===== src/rtl/controlador_de_interrupcoes_pkg.sv =====
// Shared types and constants for the interrupt/preemption controller.
// Pending-vector bit positions and the priority helper live here so the top stays readable.
package controlador_de_interrupcoes_pkg;

    typedef enum logic [1:0] {
        KERNEL = 2'd0,
        USER   = 2'd1,
        IRQ    = 2'd2
    } state_t;

    typedef enum logic [1:0] {
        INT_NONE    = 2'd0,
        INT_QUANTUM = 2'd1,
        INT_IO      = 2'd2,
        INT_DISK    = 2'd3
    } cause_t;

    localparam int unsigned DEFAULT_QUANTUM = 1000;

    localparam int unsigned P_TIMER = 0;
    localparam int unsigned P_IO    = 1;
    localparam int unsigned P_DISK  = 2;

    function automatic cause_t prio_cause(input logic [2:0] pend);
        cause_t c;
        c = INT_NONE;
        if (pend[P_DISK]) begin
            c = INT_DISK;
        end else if (pend[P_IO]) begin
            c = INT_IO;
        end else if (pend[P_TIMER]) begin
            c = INT_QUANTUM;
        end
        return c;
    endfunction

    function automatic logic [2:0] cause_mask(input cause_t c);
        logic [2:0] m;
        m = 3'b000;
        case (c)
            INT_DISK:    m[P_DISK]  = 1'b1;
            INT_IO:      m[P_IO]    = 1'b1;
            INT_QUANTUM: m[P_TIMER] = 1'b1;
            default:     m = 3'b000;
        endcase
        return m;
    endfunction

endpackage


===== src/rtl/controlador_de_interrupcoes_contador_quantum.sv =====
// Loadable quantum down-counter: pauses when not running, holds at zero, and pulses
// o_expire on the 1 -> 0 step.
module controlador_de_interrupcoes_contador_quantum #(
    parameter int unsigned QW = 16
) (
    input  logic          clk,
    input  logic          rst,
    input  logic          i_load,
    input  logic [QW-1:0] i_load_val,
    input  logic          i_run,
    output logic [QW-1:0] o_count,
    output logic          o_expire
);

    logic [QW-1:0] r_count;
    logic [QW-1:0] w_count_next;

    assign o_expire = i_run && !i_load && (r_count == QW'(1));
    assign o_count  = r_count;

    always_comb begin
        w_count_next = r_count;
        if (i_load) begin
            w_count_next = i_load_val;
        end else if (i_run && (r_count != '0)) begin
            w_count_next = r_count - QW'(1);
        end
    end

    always_ff @(posedge clk or posedge rst) begin
        if (rst) begin
            r_count <= '0;
        end else begin
            r_count <= w_count_next;
        end
    end

endmodule


===== src/rtl/controlador_de_interrupcoes.sv =====
// Interrupt and preemption controller: quantum timer in user mode, sticky disk/input/timer
// requests, one prioritised interrupt delivered to the control unit at a time.
module controlador_de_interrupcoes #(
    parameter int unsigned QW              = 16,
    parameter int unsigned DEFAULT_QUANTUM = controlador_de_interrupcoes_pkg::DEFAULT_QUANTUM
) (
    input  logic          clk,
    input  logic          rst,
    input  logic          userMode,
    input  logic          kernelMode,
    input  logic          stall,
    input  logic          quantum_wr,
    input  logic [QW-1:0] quantum_data,
    input  logic          io_req,
    input  logic          disk_done,
    input  logic          ack,
    output logic          irq,
    output logic [31:0]   intc,
    output logic          user_active,
    output logic [QW-1:0] quantum_left
);

    import controlador_de_interrupcoes_pkg::*;

    state_t        r_state;
    state_t        w_state_next;
    cause_t        r_cause;
    cause_t        w_cause_next;
    logic [2:0]    r_pend;
    logic [2:0]    w_pend_next;
    logic [2:0]    w_pend_set;
    logic [2:0]    w_pend_clr;
    logic          r_io_q;
    logic [QW-1:0] r_quantum;
    logic          w_load;
    logic          w_run;
    logic          w_expire;
    logic [QW-1:0] w_load_val;

    // A fresh quantum_wr in the same cycle as userMode must take effect on this entry.
    assign w_load     = (r_state == KERNEL) && userMode;
    assign w_load_val = quantum_wr ? quantum_data : r_quantum;
    assign w_run      = (r_state == USER) && !stall && !kernelMode && (r_pend == 3'b000);

    controlador_de_interrupcoes_contador_quantum #(
        .QW(QW)
    ) u_contador_quantum (
        .clk        (clk),
        .rst        (rst),
        .i_load     (w_load),
        .i_load_val (w_load_val),
        .i_run      (w_run),
        .o_count    (quantum_left),
        .o_expire   (w_expire)
    );

    always_comb begin
        w_pend_set         = 3'b000;
        w_pend_set[P_DISK]  = disk_done;
        w_pend_set[P_IO]    = io_req & ~r_io_q;
        w_pend_set[P_TIMER] = w_expire;
        w_pend_clr         = ((r_state == IRQ) && ack) ? cause_mask(r_cause) : 3'b000;
        // Set is applied last so a same-cycle set survives the ack clear.
        w_pend_next        = (r_pend & ~w_pend_clr) | w_pend_set;
    end

    always_comb begin
        w_state_next = r_state;
        w_cause_next = r_cause;
        case (r_state)
            KERNEL: begin
                if (userMode) begin
                    w_state_next = USER;
                end
            end
            USER: begin
                if (kernelMode) begin
                    w_state_next = KERNEL;
                end else if (r_pend != 3'b000) begin
                    w_state_next = IRQ;
                    w_cause_next = prio_cause(r_pend);
                end
            end
            IRQ: begin
                if (ack) begin
                    w_state_next = KERNEL;
                    w_cause_next = INT_NONE;
                end
            end
            default: begin
                w_state_next = KERNEL;
                w_cause_next = INT_NONE;
            end
        endcase
    end

    always_ff @(posedge clk or posedge rst) begin
        if (rst) begin
            r_state   <= KERNEL;
            r_cause   <= INT_NONE;
            r_pend    <= 3'b000;
            r_io_q    <= 1'b0;
            r_quantum <= QW'(DEFAULT_QUANTUM);
        end else begin
            r_state <= w_state_next;
            r_cause <= w_cause_next;
            r_pend  <= w_pend_next;
            r_io_q  <= io_req;
            if (quantum_wr) begin
                r_quantum <= quantum_data;
            end
        end
    end

    assign irq         = (r_state == IRQ);
    assign user_active = (r_state == USER);
    assign intc        = {30'd0, r_cause};

endmodule


===== config.mk =====
export PLATFORM = sky130hd
export DESIGN_NAME = controlador_de_interrupcoes
export DESIGN_NICKNAME = d
export VERILOG_FILES = /design/src/rtl/controlador_de_interrupcoes_pkg.sv /design/src/rtl/controlador_de_interrupcoes_contador_quantum.sv /design/src/rtl/controlador_de_interrupcoes.sv
export SDC_FILE = /design/constraint.sdc
export NUM_CORES = 1
export LEC_CHECK = 0
export ABC_AREA = 1
export ABC_CLOCK_PERIOD_IN_PS = 2470
export CORE_AREA = 2 2 74 76
export CTS_CLUSTER_DIAMETER = 30
export DETAILED_ROUTE_END_ITERATION = 8
export DIE_AREA = 0 0 76 78
export GPL_TIMING_DRIVEN = 1
export PLACE_DENSITY = 0.8
export SYNTH_ARGS = -nofsm -noshare
export SYNTH_HDL_FRONTEND = slang
export SYNTH_SLANG_ARGS = --single-unit

===== constraint.sdc =====
create_clock -name clk -period 2.47 [get_ports clk]
set_input_delay 0.494 -clock clk [delete_from_list [all_inputs] [get_ports clk]]
set_output_delay 0.494 -clock clk [all_outputs]
set_load 0.02 [all_outputs]

==> impl_summary.md, run 1 <==
Placement
The post-placement setup slack is 489 ps. The cell count after placement is 445. Port buffering added 44 buffers.

The post-DP HPWL is 4010 um. The total placed instance area is 2950 um^2. The placer congestion estimate is 0.886.

Clocking
Clock-pin slew was measured on the worst setup and hold paths at 80 ps. TritonCTS created 5 clock buffers. The clock sink count is 40. TritonCTS built the clock tree. Buffers inserted to repair hold after CTS numbered 0.

The buffers inserted during post-CTS setup optimization is 0. The root buffer selected by CTS is clkbuf_8. The clock latency reported for the late side of the worst-skew pair is 290 ps.

The level count of the clock H-tree is 2. The longest clock path from root to sink contains 2 buffers. The number of gates resized after CTS is 0.

Power and ir drop
The static leakage power is 1.57 nW. VDD sags by at most 490 uV. The switching part of the total power is 40.1%. Internal power comes to 1.48 mW.

Per report_power, the sequential group accounts for 37.4% of the total. For this design the total switching power over the nets is 990 uW. The proportion of power drawn by the clock network is 21.3%. Per report_power, the combinational group accounts for 41.2% of the total. The cell area power density is 808 nW/um^2.

Timing
The worst max-slew margin expressed relative to the limit is 61.7%. Setup repair after global routing left no endpoint under its margin. The post-route minimum period is 2150 ps. The post-route clock period utilization is 87.1%. The slew of the pin with the lowest slew margin is 574 ps.

The top achievable clock speed is 465 MHz. The total count of hold-check failures in the final report is 0. The max-slew violation count is 0. The final-layout setup total negative slack is 0 ps. The worst clock skew on the final layout is 5.14 ps. Setup violations remaining at the end of the flow were counted as 0. Setup slack closes at 320 ps.

Worst setup path
The type of the worst setup path is reg2out. For the worst setup path, the data arrival time is 1660 ps. The type of origin of the critical path is a flop. Data on the critical path is required at its endpoint by 1980 ps. The kind of capture point of the worst setup path is a primary output. The peak fanout along the critical path is 5. The most critical setup path has its startpoint at r_state[1]. The startpoint of the worst-slack reg-to-reg timing path is u_contador_quantum.o_count[0].

Logic synthesis
The synthesized area is 2570 um^2. The total number of yosys warnings is 0. In this run, synthesis produced a sequential element count of 40. The count of distinct cell types in the synthesized netlist is 32. The share of the Yosys chip area taken by registers is 39.3%. In the synthesized netlist, the number of instances is 336. For this run, asynchronously set or reset flops after synthesis account for 100%. After synthesis, the mean cell area works out to 7.64 um^2.

The number of enable-type register cells in the synthesized netlist is 0. The dominant synthesized flop cell is dfrtp_1.

Finish
The finished layout holds 453 standard cells, fillers aside. At the end of the flow, the number of nets in the layout was 409. The number of diodes is 0.

The summed area of non-filler cells in the final layout is 3050 um^2. The proportion of layout cells with a drive suffix above 1 is 14.6%. After filler insertion, the fill cell instance count of the layout stands at 436.

In the layout the commonest cells are nand2_1, clkdlybuf4s50_1, dfrtp_1. The most common cell after layout, fill and taps aside is nand2_1. The area overhead of the layout relative to synthesis is 19.0%.

Global routing
Global routing used 4.42% of the available met3 tracks. Summed over all layers, the global routing overflow is 0. After global routing, the most crowded layer is met2. Global routing consumed, on the met1 layer, 27.9% of the routing resources. The maximum number of pins on one net before global-route repair is 41. For this run, the total global-route usage over all layers was measured as 21.1%. Global routing used 32.8% of the available met2 tracks. The number of antenna violations at the first check in global routing came to 0. The global-route wire length before repair is 9870 um.

The number of global-route vias before repair is 2094.

Die
The overall die area is 5930 um^2. For this design the top-level I/O count stands at 75. The number of cell rows is 26.

The height of the die is 78 um. The die extent in x is 76 um. For this configuration, the core starts out at a cell density of 50.9%. The area of the core is 5040 um^2.

Detailed routing
The count of antenna-violating nets left after detailed routing is 0. The post-detailed-route via-to-cell ratio is 4.77. The first-pass iteration count of the detailed router is 4. The total length of routed wires is 5640 um. In the routed design, unresolved DRC markers number 0.

The detailed router finished its first iteration with 186 violations. Dividing the detail-routed wire length by the instance count gives 12.5 um. The routed layout has 2159 vias.

Flow run
The number of max-cap violations is 0.

Status
The flow ran to the end, and the final reports show no timing, DRC or antenna violations.

Hold path
The worst min-delay path class is reg2reg. The start point of the worst hold path is r_io_q.
-- worst max-delay path, cell delays in order, from the launching register on --
cell and delay (ps):
dfrtp_1 460, inv_2 100, nor2_1 170, clkdlybuf4s50_1 640
-- logic make-up after synthesis --
group / Yosys count / share of synthesized area (%)
AOI/OAI and AO/OA: 18 / 3.75
xor gates and xnor gates: 4 / 1.36
DFF: 40 / 39.3
buffers and inverters: 71 / 16.1
adders and majority gates: 2 / 0.975
and+or+nand+nor: 200 / 38.4
other: 1 / 0.146
-- sequential cells by signal, indices dropped and copies added (netlist names) --
| name | count |
|---|---|
| r_cause | 2 |
| r_state | 2 |
| r_quantum | 16 |
| u_contador_quantum.o_count | 16 |
| r_io_q | 1 |
| r_pend | 3 |
-- final cells by class --
type                            count  area, um^2  share of cell area [%]
Inverter                           34         133                    4.34
Multi-Input combinational cell    254        1250                    41.1
Clock inverter                      2        35.0                    1.15
Tap cell                           70        87.6                    2.87
Clock buffer                        6        72.6                    2.38
Timing Repair Buffer               47         463                    15.2
Sequential cell                    40        1010                    33.0
-- stage by stage --
stage	hold slack, ps	total power [mW]	utilization (%)
3_5_place_dp	424	1.95	58.4
2_1_floorplan	410	1.62	-
3_3_place_gp	412	1.92	58.4
5_1_grt	461	2.66	60.6
6_report	429	2.47	60.6
4_1_cts	434	2.49	60.6
-- metal layers --
metal	part of all wire [%]	routed length [um]
met1	43	2400
met2	50	2800
met3	5.5	308
met4	2.3	130
met5	0	0
-- worst paths after layout --
kind	end	slack [ps]	cells past startpoint
setup / recovery	irq	320	3
hold / removal	r_pend[1]	430	1
setup reg to reg	u_contador_quantum.o_count[0]	690	9
hold reg to reg	r_pend[1]	430	1
max in group asynchronous	r_quantum[9]	1470	3
min in group asynchronous	r_cause[0]	630	3
-- power groups by stage --
stage	logic, mW	clock network [mW]	registers (mW)
after global routing	1.14	0.571	0.946
final	1.02	0.526	0.924
after floorplan	0.616	0	1.00
after detailed placement	1.02	0	0.936
after global placement	0.993	0	0.930
after CTS	1.03	0.537	0.924
-- cell usage after synthesis (3+ instances only) --
cell type	count	area [um^2]
inv_2	5	18.8
buf_4	30	225
nor2_1	21	78.8
nand2_1	114	428
nand3_1	26	130
o21ai_1	3	15.0
inv_1	28	105
dfrtp_1	34	851
buf_2	4	20.0
xor2_1	4	35.0
o21ai_0	12	60.1
nor2_2	3	18.8
dfstp_2	6	158
nand3_2	11	110
nand2_2	13	81.3
No activity file was read; power rests on OpenSTA's default activity.
==> inputs of run 2 (changes only) <==
--- a/config.mk
+++ b/config.mk
@@ -8,6 +8,7 @@
 export ABC_AREA = 1
 export ABC_CLOCK_PERIOD_IN_PS = 2470
 export CORE_AREA = 2 2 74 76
+export CTS_BUF_LIST = sky130_fd_sc_hd__clkbuf_16
 export CTS_CLUSTER_DIAMETER = 30
 export DETAILED_ROUTE_END_ITERATION = 8
 export DIE_AREA = 0 0 76 78
==> impl_summary.md, run 2 (synthesized netlist as in run 1, its figures left out) <==
Status
The flow ran to the end, and the final reports show no timing, DRC or antenna violations.

Worst setup path
The peak fanout along the critical path is 5 (unchanged). The worst path required time was 1980 ps (about the same). Among cell families on the critical path, the largest total delay comes from buffers and inverters.

The arrival time of the worst setup path was 1640 ps (-20 ps). The buffers plus inverters on the worst setup path came to 2 (unchanged). In this run the critical register-to-register path is launched from u_contador_quantum.o_count[0]. The number of cells on the worst reg-to-reg path is 9 (unchanged). The slack of the worst reg-to-reg path was 690 ps (about the same). The standard cell with the maximum stage delay on the critical path is clkdlybuf4s50_1. The worst setup path is captured at a primary output. The longest individual stage delay on the worst path came to 640 ps (about the same). STA classifies the critical path startpoint as a flop. Walking the worst path, the cells encountered are inv_2, nor2_1, clkdlybuf4s50_1.

The worst flop-to-flop path endpoint is u_contador_quantum.o_count[0]. The type of the worst setup path is reg2out.

Die
The die extent in x is 76 um (unchanged). The height of the die is 78 um (unchanged). The effective utilization at floorplan is 50.9% (unchanged). The area of the core was 5040 um^2 (unchanged).

The number of cell rows is 26 (unchanged). The overall die area is 5930 um^2 (unchanged). The number of top-level pins is 75 (unchanged).

Clocking
The level count of the clock H-tree came to 2 (unchanged). TritonCTS built the clock tree. The maximum clock insertion buffer count is 2 (unchanged).

The buffers inserted during post-CTS setup optimization came to 0 (unchanged). The clock slew at the register clock pins of the worst setup and hold paths came to 60 ps (-20 ps). Clock tree synthesis selected as its root buffer the cell clkbuf_16.

The total clock buffers created by CTS came to 5 (unchanged). The number of buffers inserted by hold repair at cts is 0 (unchanged). The clock sink count is 40 (unchanged). The clock latency reported for the late side of the worst-skew pair is 280 ps (about the same). The number of gates resized after CTS came to 0 (unchanged).

Finish
The number of nets in the finished design is 409 (unchanged). The summed area of non-filler cells in the final layout is 3110 um^2 (+1.8%). The most common cell after layout, fill and taps aside is nand2_1. The number of diodes is 0 (unchanged). The area growth from synthesis to layout is 21.1%. The library cells used most frequently in the layout, excluding fill and tap cells, are nand2_1, clkdlybuf4s50_1, dfrtp_1. The proportion of layout cells with a drive suffix above 1 was 14.6% (unchanged).

Timing
The total count of hold-check failures in the final report came to 0 (unchanged). The post-route clock period utilization is 86.3% (-0.76 points). The final-layout setup total negative slack is 0 ps (unchanged). The total of endpoints with negative setup slack in the final report is 0 (unchanged). The worst clock skew on the final layout came to 4.24 ps (-0.907 ps). The max-slew violation count is 0 (unchanged). The minimum setup slack in the final design was 339 ps (+18.9 ps). The post-route minimum period is 2130 ps (-18.9 ps). The slew of the pin with the lowest slew margin is 571 ps (-3.41 ps). Setup repair after global routing left no endpoint under its margin.

The worst max-slew margin expressed relative to the limit was 61.9% (+0.23 points). The top achievable clock speed came to 469 MHz (+0.89%).

Placement
The placer congestion estimate is 0.886 (unchanged). The number of buffers inserted by port buffering is 44 (unchanged). The total placed instance area is 2950 um^2 (unchanged).

The post-placement setup slack came to 489 ps (unchanged). The post-DP HPWL is 4010 um (unchanged).

Detailed routing
The first-pass iteration count of the detailed router is 5 (+1). The number of DRC violations after detailed-routing iteration 0 came to 160 (-14%). The detailed-route wire length per cell came to 12.6 um (+1.2%). The count of antenna-violating nets left after detailed routing was 0 (unchanged).

The number of remaining DRC errors is 0 (unchanged). The post-detailed-route via-to-cell ratio was 4.81 (+0.83%). The total length of routed wires came to 5710 um (+1.2%). The number of vias in the routed layout was 2177 (+0.83%).

Power and ir drop
The switching part of the total power is 38.0% (-2.1 points). The sequential fraction of design power is 34.8% (-2.6 points). The internal power consumption is 1.65 mW (+12%). The net switching power is 1.01 mW (+2.4%).

The combinational share of power came to 38.2% (-3.0 points). The proportion of power drawn by the clock network is 27.0% (+5.7 points). The worst ir drop on vdd is 612 uV (+25%). The static leakage power is 1.60 nW (+1.9%).

The cell area power density is 857 nW/um^2 (+6.0%).

Hold path
The hold path depth is 1 (unchanged). In this run the most critical hold path is launched from r_io_q. For hold timing, the worst endpoint is r_pend[1].

The tightest min-delay check is of the reg2reg type.

Global routing
The maximum number of pins on one net before global-route repair is 41 (unchanged). The global-route wire length before repair is 9900 um (+0.28%). The final global-route overflow total is 0 (unchanged).

The number of global-route vias before repair is 2116 (+1.1%). The number of antenna violations at the first check in global routing is 0 (unchanged). The combined global-route utilization of all metal layers is 21.1% (unchanged).

Flow run
The number of max-cap violations is 0 (unchanged).
[run 2: cell count changes in the layout (fill, tap and decap cells not counted), sizes merged]
| cell | previous run | this run |
|---|---|---|
| clkbuf | 6 | 5 |
| inv | 34 | 35 |
[run 2: cell type report]
type | instances | area [um^2]
Clock buffer | 5 | 125
Clock inverter | 3 | 38.8
Fill cell | 423 | 1930
Inverter | 34 | 133
Multi-Input combinational cell | 254 | 1250
Sequential cell | 40 | 1010
Tap cell | 70 | 87.6
Timing Repair Buffer | 47 | 463
[run 2: layer usage]
layer	up-vias	GRT usage [%]	wire, um
met5	-	0	0
met4	0	9.82	193
met3	19	4.07	377
met2	81	34.3	2690
met1	1002	27.2	2450
li1	1075	-	-
[run 2: power by group through the flow]
stage                     registers, mW  clock network [mW]  logic [mW]
after floorplan                    1.00                   0       0.616
after global placement            0.930                   0       0.993
after detailed placement          0.936                   0        1.02
after CTS                         0.926               0.735        1.03
after global routing              0.947               0.764        1.14
final                             0.926               0.720        1.02
[run 2: metrics by stage]
stage / total power [mW] / util (%) / instances / hold slack [ps]
global route: 2.85 / 61.7 / 453 / 457
floorplan: 1.62 / - / 365 / 410
detailed placement: 1.95 / 58.4 / 445 / 424
CTS: 2.69 / 61.7 / 453 / 432
finish: 2.66 / 61.7 / 453 / 427
global placement: 1.92 / 58.4 / 445 / 412
[run 2: worst max-delay path by stage]
stage                                              from                             to  slack (ps)  cells after the start
after global routing                         r_state[1]                            irq         260                      3
after CTS                                    r_state[1]                            irq         340                      3
after global placement                       quantum_wr  u_contador_quantum.o_count[2]         540                      7
final                                        r_state[1]                            irq         340                      3
after floorplan           u_contador_quantum.o_count[0]  u_contador_quantum.o_count[3]         810                     10
after detailed placement                     quantum_wr  u_contador_quantum.o_count[2]         490                      7
[run 2: worst register-to-register path, stage by stage, from the launching register on]
cell and delay [ps]:
dfrtp_1 410, inv_1 110, ha_1 270, nand3_4 140
nor2_8 160, nand2_2 80, nand2_4 200, nand2_2 140
nand2_1 80, o21ai_1 70
